==> config.mk <==
export PLATFORM = sky130hd
export DESIGN_NAME = tile_flush_scheduler
export DESIGN_NICKNAME = d
export VERILOG_FILES = /design/src/rtl/tile_flush_scheduler.sv
export SDC_FILE = /design/constraint.sdc
export NUM_CORES = 1
export LEC_CHECK = 0
export ABC_CLOCK_PERIOD_IN_PS = 6950
export CORE_MARGIN = 1
export CORE_UTILIZATION = 51
export DETAILED_ROUTE_END_ITERATION = 7
export DONT_BUFFER_PORTS = 1
export PLACE_DENSITY = 0.75
export REMOVE_ABC_BUFFERS = 1
export SYNTH_ARGS = -nofsm -noshare
export SYNTH_HDL_FRONTEND = slang
export SYNTH_SLANG_ARGS = --single-unit
==> constraint.sdc <==
create_clock -name gpu_clk -period 6.95 [get_ports gpu_clk]
set_input_delay 1.39 -clock gpu_clk [delete_from_list [all_inputs] [get_ports gpu_clk]]
set_output_delay 1.39 -clock gpu_clk [all_outputs]
set_load 0.01 [all_outputs]
==> src/rtl/tile_flush_scheduler.sv <==
// Tile write-back sequencer: ping-pongs two tile RAM banks between the rasterizer and the
// tile writer, walks tiles in raster order and reports frame completion after the flush.
module tile_flush_scheduler #(
    parameter int unsigned TILE_W_BYTES   = 64,
    parameter int unsigned TILE_ROWS_LOG2 = 5,
    parameter int unsigned CNT_W          = 16
) (
    input  logic        gpu_clk,
    input  logic        gpu_rst,
    input  logic [31:0] frame_base,
    input  logic [15:0] frame_stride,
    input  logic [7:0]  tiles_x,
    input  logic [7:0]  tiles_y,
    input  logic        frame_start,
    output logic        frame_busy,
    output logic        frame_done,
    output logic        raster_bank,
    input  logic        raster_tile_valid,
    output logic        raster_tile_ready,
    output logic        wr_start,
    output logic [31:0] wr_addr,
    output logic [15:0] wr_stride,
    output logic        wr_bank,
    input  logic        wr_reading,
    input  logic        wr_flushed
);

    typedef enum logic [2:0] {StIdle, StReady, StIssue, StWait, StFlush, StDone} state_e;

    state_e           state_q, state_d;
    logic [15:0]      stride_q, stride_d;
    logic [7:0]       tiles_x_q, tiles_x_d;
    logic [7:0]       tx_q, tx_d;
    logic [7:0]       ty_q, ty_d;
    logic [CNT_W-1:0] total_q, total_d;
    logic [CNT_W-1:0] accepted_q, accepted_d;
    logic [CNT_W-1:0] issued_q, issued_d;
    logic [31:0]      row_base_q, row_base_d;
    logic [31:0]      col_off_q, col_off_d;
    logic [1:0]       bank_full_q, bank_full_d;
    logic             raster_bank_q, raster_bank_d;
    logic             drain_bank_q, drain_bank_d;
    logic             guard_q, guard_d;

    logic             accept;
    logic [CNT_W-1:0] frame_total;
    logic [31:0]      row_step;

    assign frame_total = CNT_W'(tiles_x) * CNT_W'(tiles_y);
    // Stride is zero-extended before shifting so large strides are not truncated.
    assign row_step    = 32'(stride_q) << TILE_ROWS_LOG2;

    assign frame_busy        = (state_q != StIdle);
    assign frame_done        = (state_q == StDone);
    assign wr_start          = (state_q == StIssue);
    assign wr_addr           = wr_start ? (row_base_q + col_off_q) : 32'h0;
    assign wr_stride         = stride_q;
    assign wr_bank           = drain_bank_q;
    assign raster_bank       = raster_bank_q;
    assign raster_tile_ready = frame_busy && !bank_full_q[raster_bank_q] &&
                               (accepted_q < total_q);
    assign accept            = raster_tile_valid && raster_tile_ready;

    always_comb begin
        state_d       = state_q;
        stride_d      = stride_q;
        tiles_x_d     = tiles_x_q;
        tx_d          = tx_q;
        ty_d          = ty_q;
        total_d       = total_q;
        accepted_d    = accepted_q;
        issued_d      = issued_q;
        row_base_d    = row_base_q;
        col_off_d     = col_off_q;
        bank_full_d   = bank_full_q;
        raster_bank_d = raster_bank_q;
        drain_bank_d  = drain_bank_q;
        guard_d       = guard_q;

        case (state_q)
            StIdle: begin
                if (frame_start) begin
                    stride_d   = frame_stride;
                    tiles_x_d  = tiles_x;
                    total_d    = frame_total;
                    accepted_d = '0;
                    issued_d   = '0;
                    tx_d       = 8'h0;
                    ty_d       = 8'h0;
                    row_base_d = frame_base;
                    col_off_d  = 32'h0;
                    state_d    = (frame_total == '0) ? StDone : StReady;
                end
            end
            StReady: begin
                if (bank_full_q[drain_bank_q]) begin
                    state_d = StIssue;
                end else if (issued_q == total_q) begin
                    state_d = StFlush;
                end
            end
            StIssue: begin
                guard_d = 1'b1;
                state_d = StWait;
            end
            StWait: begin
                // wr_reading only rises the cycle after wr_start, so skip the first cycle.
                if (guard_q) begin
                    guard_d = 1'b0;
                end else if (!wr_reading) begin
                    bank_full_d[drain_bank_q] = 1'b0;
                    drain_bank_d              = ~drain_bank_q;
                    issued_d                  = issued_q + 1'b1;
                    if (tx_q == tiles_x_q - 8'd1) begin
                        tx_d       = 8'h0;
                        ty_d       = ty_q + 8'd1;
                        col_off_d  = 32'h0;
                        row_base_d = row_base_q + row_step;
                    end else begin
                        tx_d      = tx_q + 8'd1;
                        col_off_d = col_off_q + 32'(TILE_W_BYTES);
                    end
                    state_d = StReady;
                end
            end
            StFlush: begin
                if (wr_flushed) begin
                    state_d = StDone;
                end
            end
            StDone: begin
                state_d = StIdle;
            end
            default: begin
                state_d = StIdle;
            end
        endcase

        // Accept and drain always hit opposite banks, so both updates compose.
        if (accept) begin
            bank_full_d[raster_bank_q] = 1'b1;
            raster_bank_d              = ~raster_bank_q;
            accepted_d                 = accepted_q + 1'b1;
        end
    end

    always_ff @(posedge gpu_clk or posedge gpu_rst) begin
        if (gpu_rst) begin
            state_q       <= StIdle;
            stride_q      <= 16'h0;
            tiles_x_q     <= 8'h0;
            tx_q          <= 8'h0;
            ty_q          <= 8'h0;
            total_q       <= '0;
            accepted_q    <= '0;
            issued_q      <= '0;
            row_base_q    <= 32'h0;
            col_off_q     <= 32'h0;
            bank_full_q   <= 2'b00;
            raster_bank_q <= 1'b0;
            drain_bank_q  <= 1'b0;
            guard_q       <= 1'b0;
        end else begin
            state_q       <= state_d;
            stride_q      <= stride_d;
            tiles_x_q     <= tiles_x_d;
            tx_q          <= tx_d;
            ty_q          <= ty_d;
            total_q       <= total_d;
            accepted_q    <= accepted_d;
            issued_q      <= issued_d;
            row_base_q    <= row_base_d;
            col_off_q     <= col_off_d;
            bank_full_q   <= bank_full_d;
            raster_bank_q <= raster_bank_d;
            drain_bank_q  <= drain_bank_d;
            guard_q       <= guard_d;
        end
    end

endmodule

Yosys cells after proc, flatten, opt, wreduce, memory -nomap -nowiden
Index checks and enable logic that the tools add are counted.

Register bits after elaboration: 152. Input port bits: 70. Output and inout bits: 54. Logic and storage cells: 108.

Add/subtract/negate cells: 7. $mul: 1. Magnitude comparators: 5. Equal/unequal tests: 13. Multiplexer cells: 43. Bitwise operators: 7. Reduce and logical (&&, ||, !) cells: 19.

Operators with widths (count): 2-to-1 mux 32 bit (9); one-hot mux 32 bit (2 select lines) (2); 2-to-1 mux 16 bit (5); adder 16 x 1 -> 16 bit, second input constant (2); adder 32 x 21 -> 32 bit (1); adder 32 bit (1); adder 32 x 7 -> 32 bit, second input constant (1); 2-to-1 mux 8 bit (4); one-hot mux 16 bit (2 select lines) (1); 2-to-1 mux 3 bit (7); equality test 16 bit (1); zero test 16 bit (1); less-than comparator 16 bit (1); multiplier 8 x 8 -> 16 bit (1); one-hot mux 8 bit (2 select lines) (1); one-hot mux 3 bit (5 select lines) (1); != test 2 bit, second input constant (5); AND reduction 5 bit (2); adder 8 x 1 -> 8 bit, second input constant (1); equality test 8 bit (1); 2-to-1 mux 2 bit (4); nonzero test 2 bit (4); subtractor 8 x 1 -> 8 bit, second input constant (1); equality test 3 x 2 -> 1 bit, second input constant (2); 19 further kinds (36).

Longest topological paths before layout
Word-level depth: 11. Gate-level depth with buffers: 19. Mapped depth without buffers: 19.

Least setup slack after synthesis
No wires, ideal clock.

Path kind: input to register. Start: in tiles_x[1]. End: reg state_q[2]. Library setup time: 120 ps. Arrival: 5592 ps. Required time: 6830 ps. Setup slack: 1238 ps. Stages: 17. Path buffers: 0. Cells stage by stage: and2_1 fa_1 fa_1 inv_1 fa_1 fa_1 inv_1 ha_1 o21ai_0 nor2_1 or4_1 a31oi_2 o21bai_1 a2111oi_2 nor3_1 xnor2_2 a41o_1.

Longest elaborated chain between the ends: 5.

Ends and longest elaborated chain: from (decl) (line 12) `input logic [7:0] tiles_x,`; multiplier 8 x 8 -> 16 bit (line 49) `assign frame_total = CNT_W'(tiles_x) * CNT_W'(tiles_y);`; zero test 16 bit (line 92) `state_d = (frame_total == '0) ? StDone : StReady;`; 2-to-1 mux 3 bit (line 92); 2-to-1 mux 3 bit (line 82) `if (frame_start) begin`; one-hot mux 3 bit (5 select lines) (line 80) `case (state_q)`; to (signal assigned) (line 149) `state_q <= StIdle;`; to (signal assigned) (line 164) `state_q <= state_d;`; to (decl) (line 30) `state_e state_q, state_d;`.

No other way between the ends. The select of a mux whose other input is x is not followed. A chain may end at the register's enable or synchronous reset.

Worst setup path in the final report
Ends and elaborated chain as after synthesis.

==> impl_metrics.toml <==
[run_status]
status = "finished clean"

[min_path]
hold_class = "reg2reg"
min_from = "row_base_q[2]"

[timing]
hold_viol_final = 0
fmax_mhz = 184
tns_ns = 0
tightest_slew_ns = 1.11
finalSetupViolations = 0
rsz0062_at_grt = "false"
timing.final.crit_share_pct = 78.2
drv_slew = 0
min_period_ns = 5.43
finClkSkew_ns = 0.00976
slew_headroom_pct = 26.2

[cts]
cts_setup_buffers = 0
clock_latency_ns = 0.43
cts_sinks = 146
clock_path_buffers = 2
numCtsBuffers = 17
cts_resized = 0
cts_hold_buf = 0
htreeDepth = 4
cts_tree = "yes"
clockRootBuffer = "clkbuf_16"
clkSlewWorstSetupHoldPaths_ns = 0.06

[routing]
vias_per_cell = 5.70
drt_iter0_drc = 469
drtPass1Iterations = 5
totalWireLength_mm = 26.1
wl_per_cell_um = 16.3
drcViolationCount = 0
ant_nets = 0
vias = 9104

[layout]
fin_cells = 1596
fin_util_pct = 55.9
final_area_um2 = 12200
syn_to_final_growth_pct = 6.96
drive_above_1_share_pct = 5.55
finalNetCount = 1507
diodes = 0

[global_routing]
antenna_found_initial = 0
first_global_vias = 9113
grt_max_degree = 81
grt_util_all_layers_pct = 24.0
grt_pass1_wl_mm = 43.4
grt-ovfl-total = 0

[placed_design]
placed_area_um2 = 11600
dp_hpwl_mm = 19.5
place_inst = 1564
place_congestion = 0.904
numPortBuffers = 0

[critical_path]
cp-end-kind = "register"
cp-start-kind = "primary input"
r2r-start = "state_q[2]"
worstSetupStartpoint = "tiles_x[1]"
crit_type = "in2reg"
r2r_slack_ns = 2.88
cp.arrival_ns = 5.75
worstPathRequired_ns = 7.27
cp_max_fo = 9

[die]
initial_utilization_pct = 52.2
row_count = 54
core_um2 = 21900
io-pin-count = 124
die_area_um2 = 23000
dieHeight_um = 152
die_width_um = 152

[pwr]
p_per_area_nw_per_um2 = 387
p_leak_uw = 0.00584
ir_worst_vdd_uv = 231

[yosys]
synth_edf_count = 0
synth_area_leaders = "dfrtp_1 (32%), ha_1 (11%), fa_1 (6.5%), nand2_1 (6.1%), nor2_1 (4.1%)"
synth_most_common_cell = "nand2_1"
synth_commonest_cells = "nand2_1 (185), dfrtp_1 (146), nor2_1 (124), ha_1 (97), inv_1 (85)"
syn_inst = 1317
synth-seq-cells = 146
ys_types = 80
yosysSeqAreaShare_pct = 32.0
async_flop_share_pct = 100
synthFlopType = "dfrtp_1"
synth_area_um2 = 11400
syn_avg_cell_area_um2 = 8.68
synth_top_area_cell = "dfrtp_1"
ys_warn_count = 0
yosys.area.top_type_share_pct = 32.0

[run]
max_cap_viol_count = 0
## logic make-up after synthesis
| group | share of synthesized area [%] |
|---|---|
| AND/OR/NAND/NOR | 23.4 |
| AO/OA/AOI/OAI | 13.6 |
| flip-flops | 32.0 |
| adder cells (fa/ha/maj) | 17.1 |
| buffers and inverters | 4.41 |
| XOR/XNOR | 8.25 |
| multiplexers | 1.23 |
## flip-flops by register name, indices dropped and copies added (netlist names), 3 cells and up
name / count
wr_stride: 16
accepted_q: 16
total_q: 16
state_q: 3
tx_q: 8
issued_q: 16
col_off_q: 26
tiles_x_q: 8
row_base_q: 32
## layer usage
| layer | wire, um | global-route usage (%) |
|---|---|---|
| met5 | 0 | 0 |
| met4 | 533 | 8.56 |
| met3 | 1250 | 3.95 |
| met2 | 12800 | 42.0 |
| met1 | 11400 | 29.7 |
## cell type report
cell class                 instances  area (um2)
clock inverter                     9        96.3
tap                              280         350
timing repair buffer               5        37.5
sequential                       146        3650
multi-input combinational       1048        7280
inverter                          85         324
clock buffer                      23         488
fill                            1991        9660
## final timing paths
check                                 end  depth (start not counted)
min reg2reg                 row_base_q[2]                          2
min                         row_base_q[2]                          2
max reg2reg                row_base_q[28]                          8
max                            state_q[2]                         17
min in group asynchronous   accepted_q[7]                          1
max in group asynchronous  row_base_q[16]                          2
## per-stage QoR
step / power (uW) / hold slack [ns] / worst slack (ns)
2_1_floorplan: 3260 / 0.437 / 1.24
3_3_place_gp: 3740 / 0.449 / 1.12
3_5_place_dp: 3820 / 0.455 / 1.07
4_1_cts: 4750 / 0.470 / 1.50
5_1_grt: 5140 / 0.502 / 1.16
6_report: 4730 / 0.469 / 1.52
## critical path, cell delays in order
cell       delay, ns
and2_1          0.15
fa_1            0.45
fa_1            0.54
inv_1           0.05
fa_1            0.46
fa_1            0.54
inv_1           0.04
ha_1            0.34
o21ai_0         0.12
nor2_1          0.08
or4_1           0.42
a31oi_2         0.22
o21bai_1        0.11
a2111oi_2       0.36
nor3_1          0.13
xnor2_2         0.15
a41o_1          0.21
## report_power, final
part | total [uW] | internal [uW] | leakage (uW) | switching [uW]
Combinational | 2420 | 986 | 0.00368 | 1430
Sequential | 1400 | 1100 | 0.00188 | 300
Clock | 914 | 536 | 0.000277 | 379
Total | 4730 | 2620 | 0.00584 | 2110
## cells in the final DEF, fill, tap and decap left out, types with 7 or more instances in the layout
cell	n
and3_1	33
nor2_1	124
nand4_1	18
dfrtp_1	146
nand3_1	46
xor2_1	51
xnor2_1	53
inv_1	84
a211oi_1	7
or3_1	7
nand2b_1	11
mux2_2	8
nand2_1	184
clkbuf_16	17
o21a_1	8
o21ai_0	72
nor3_1	24
ha_1	97
a21oi_1	68
a221o_1	9
fa_1	37
a21o_1	16
nor2b_1	13
and2_1	62
a31oi_1	13
(Power assumes the default switching activity.)
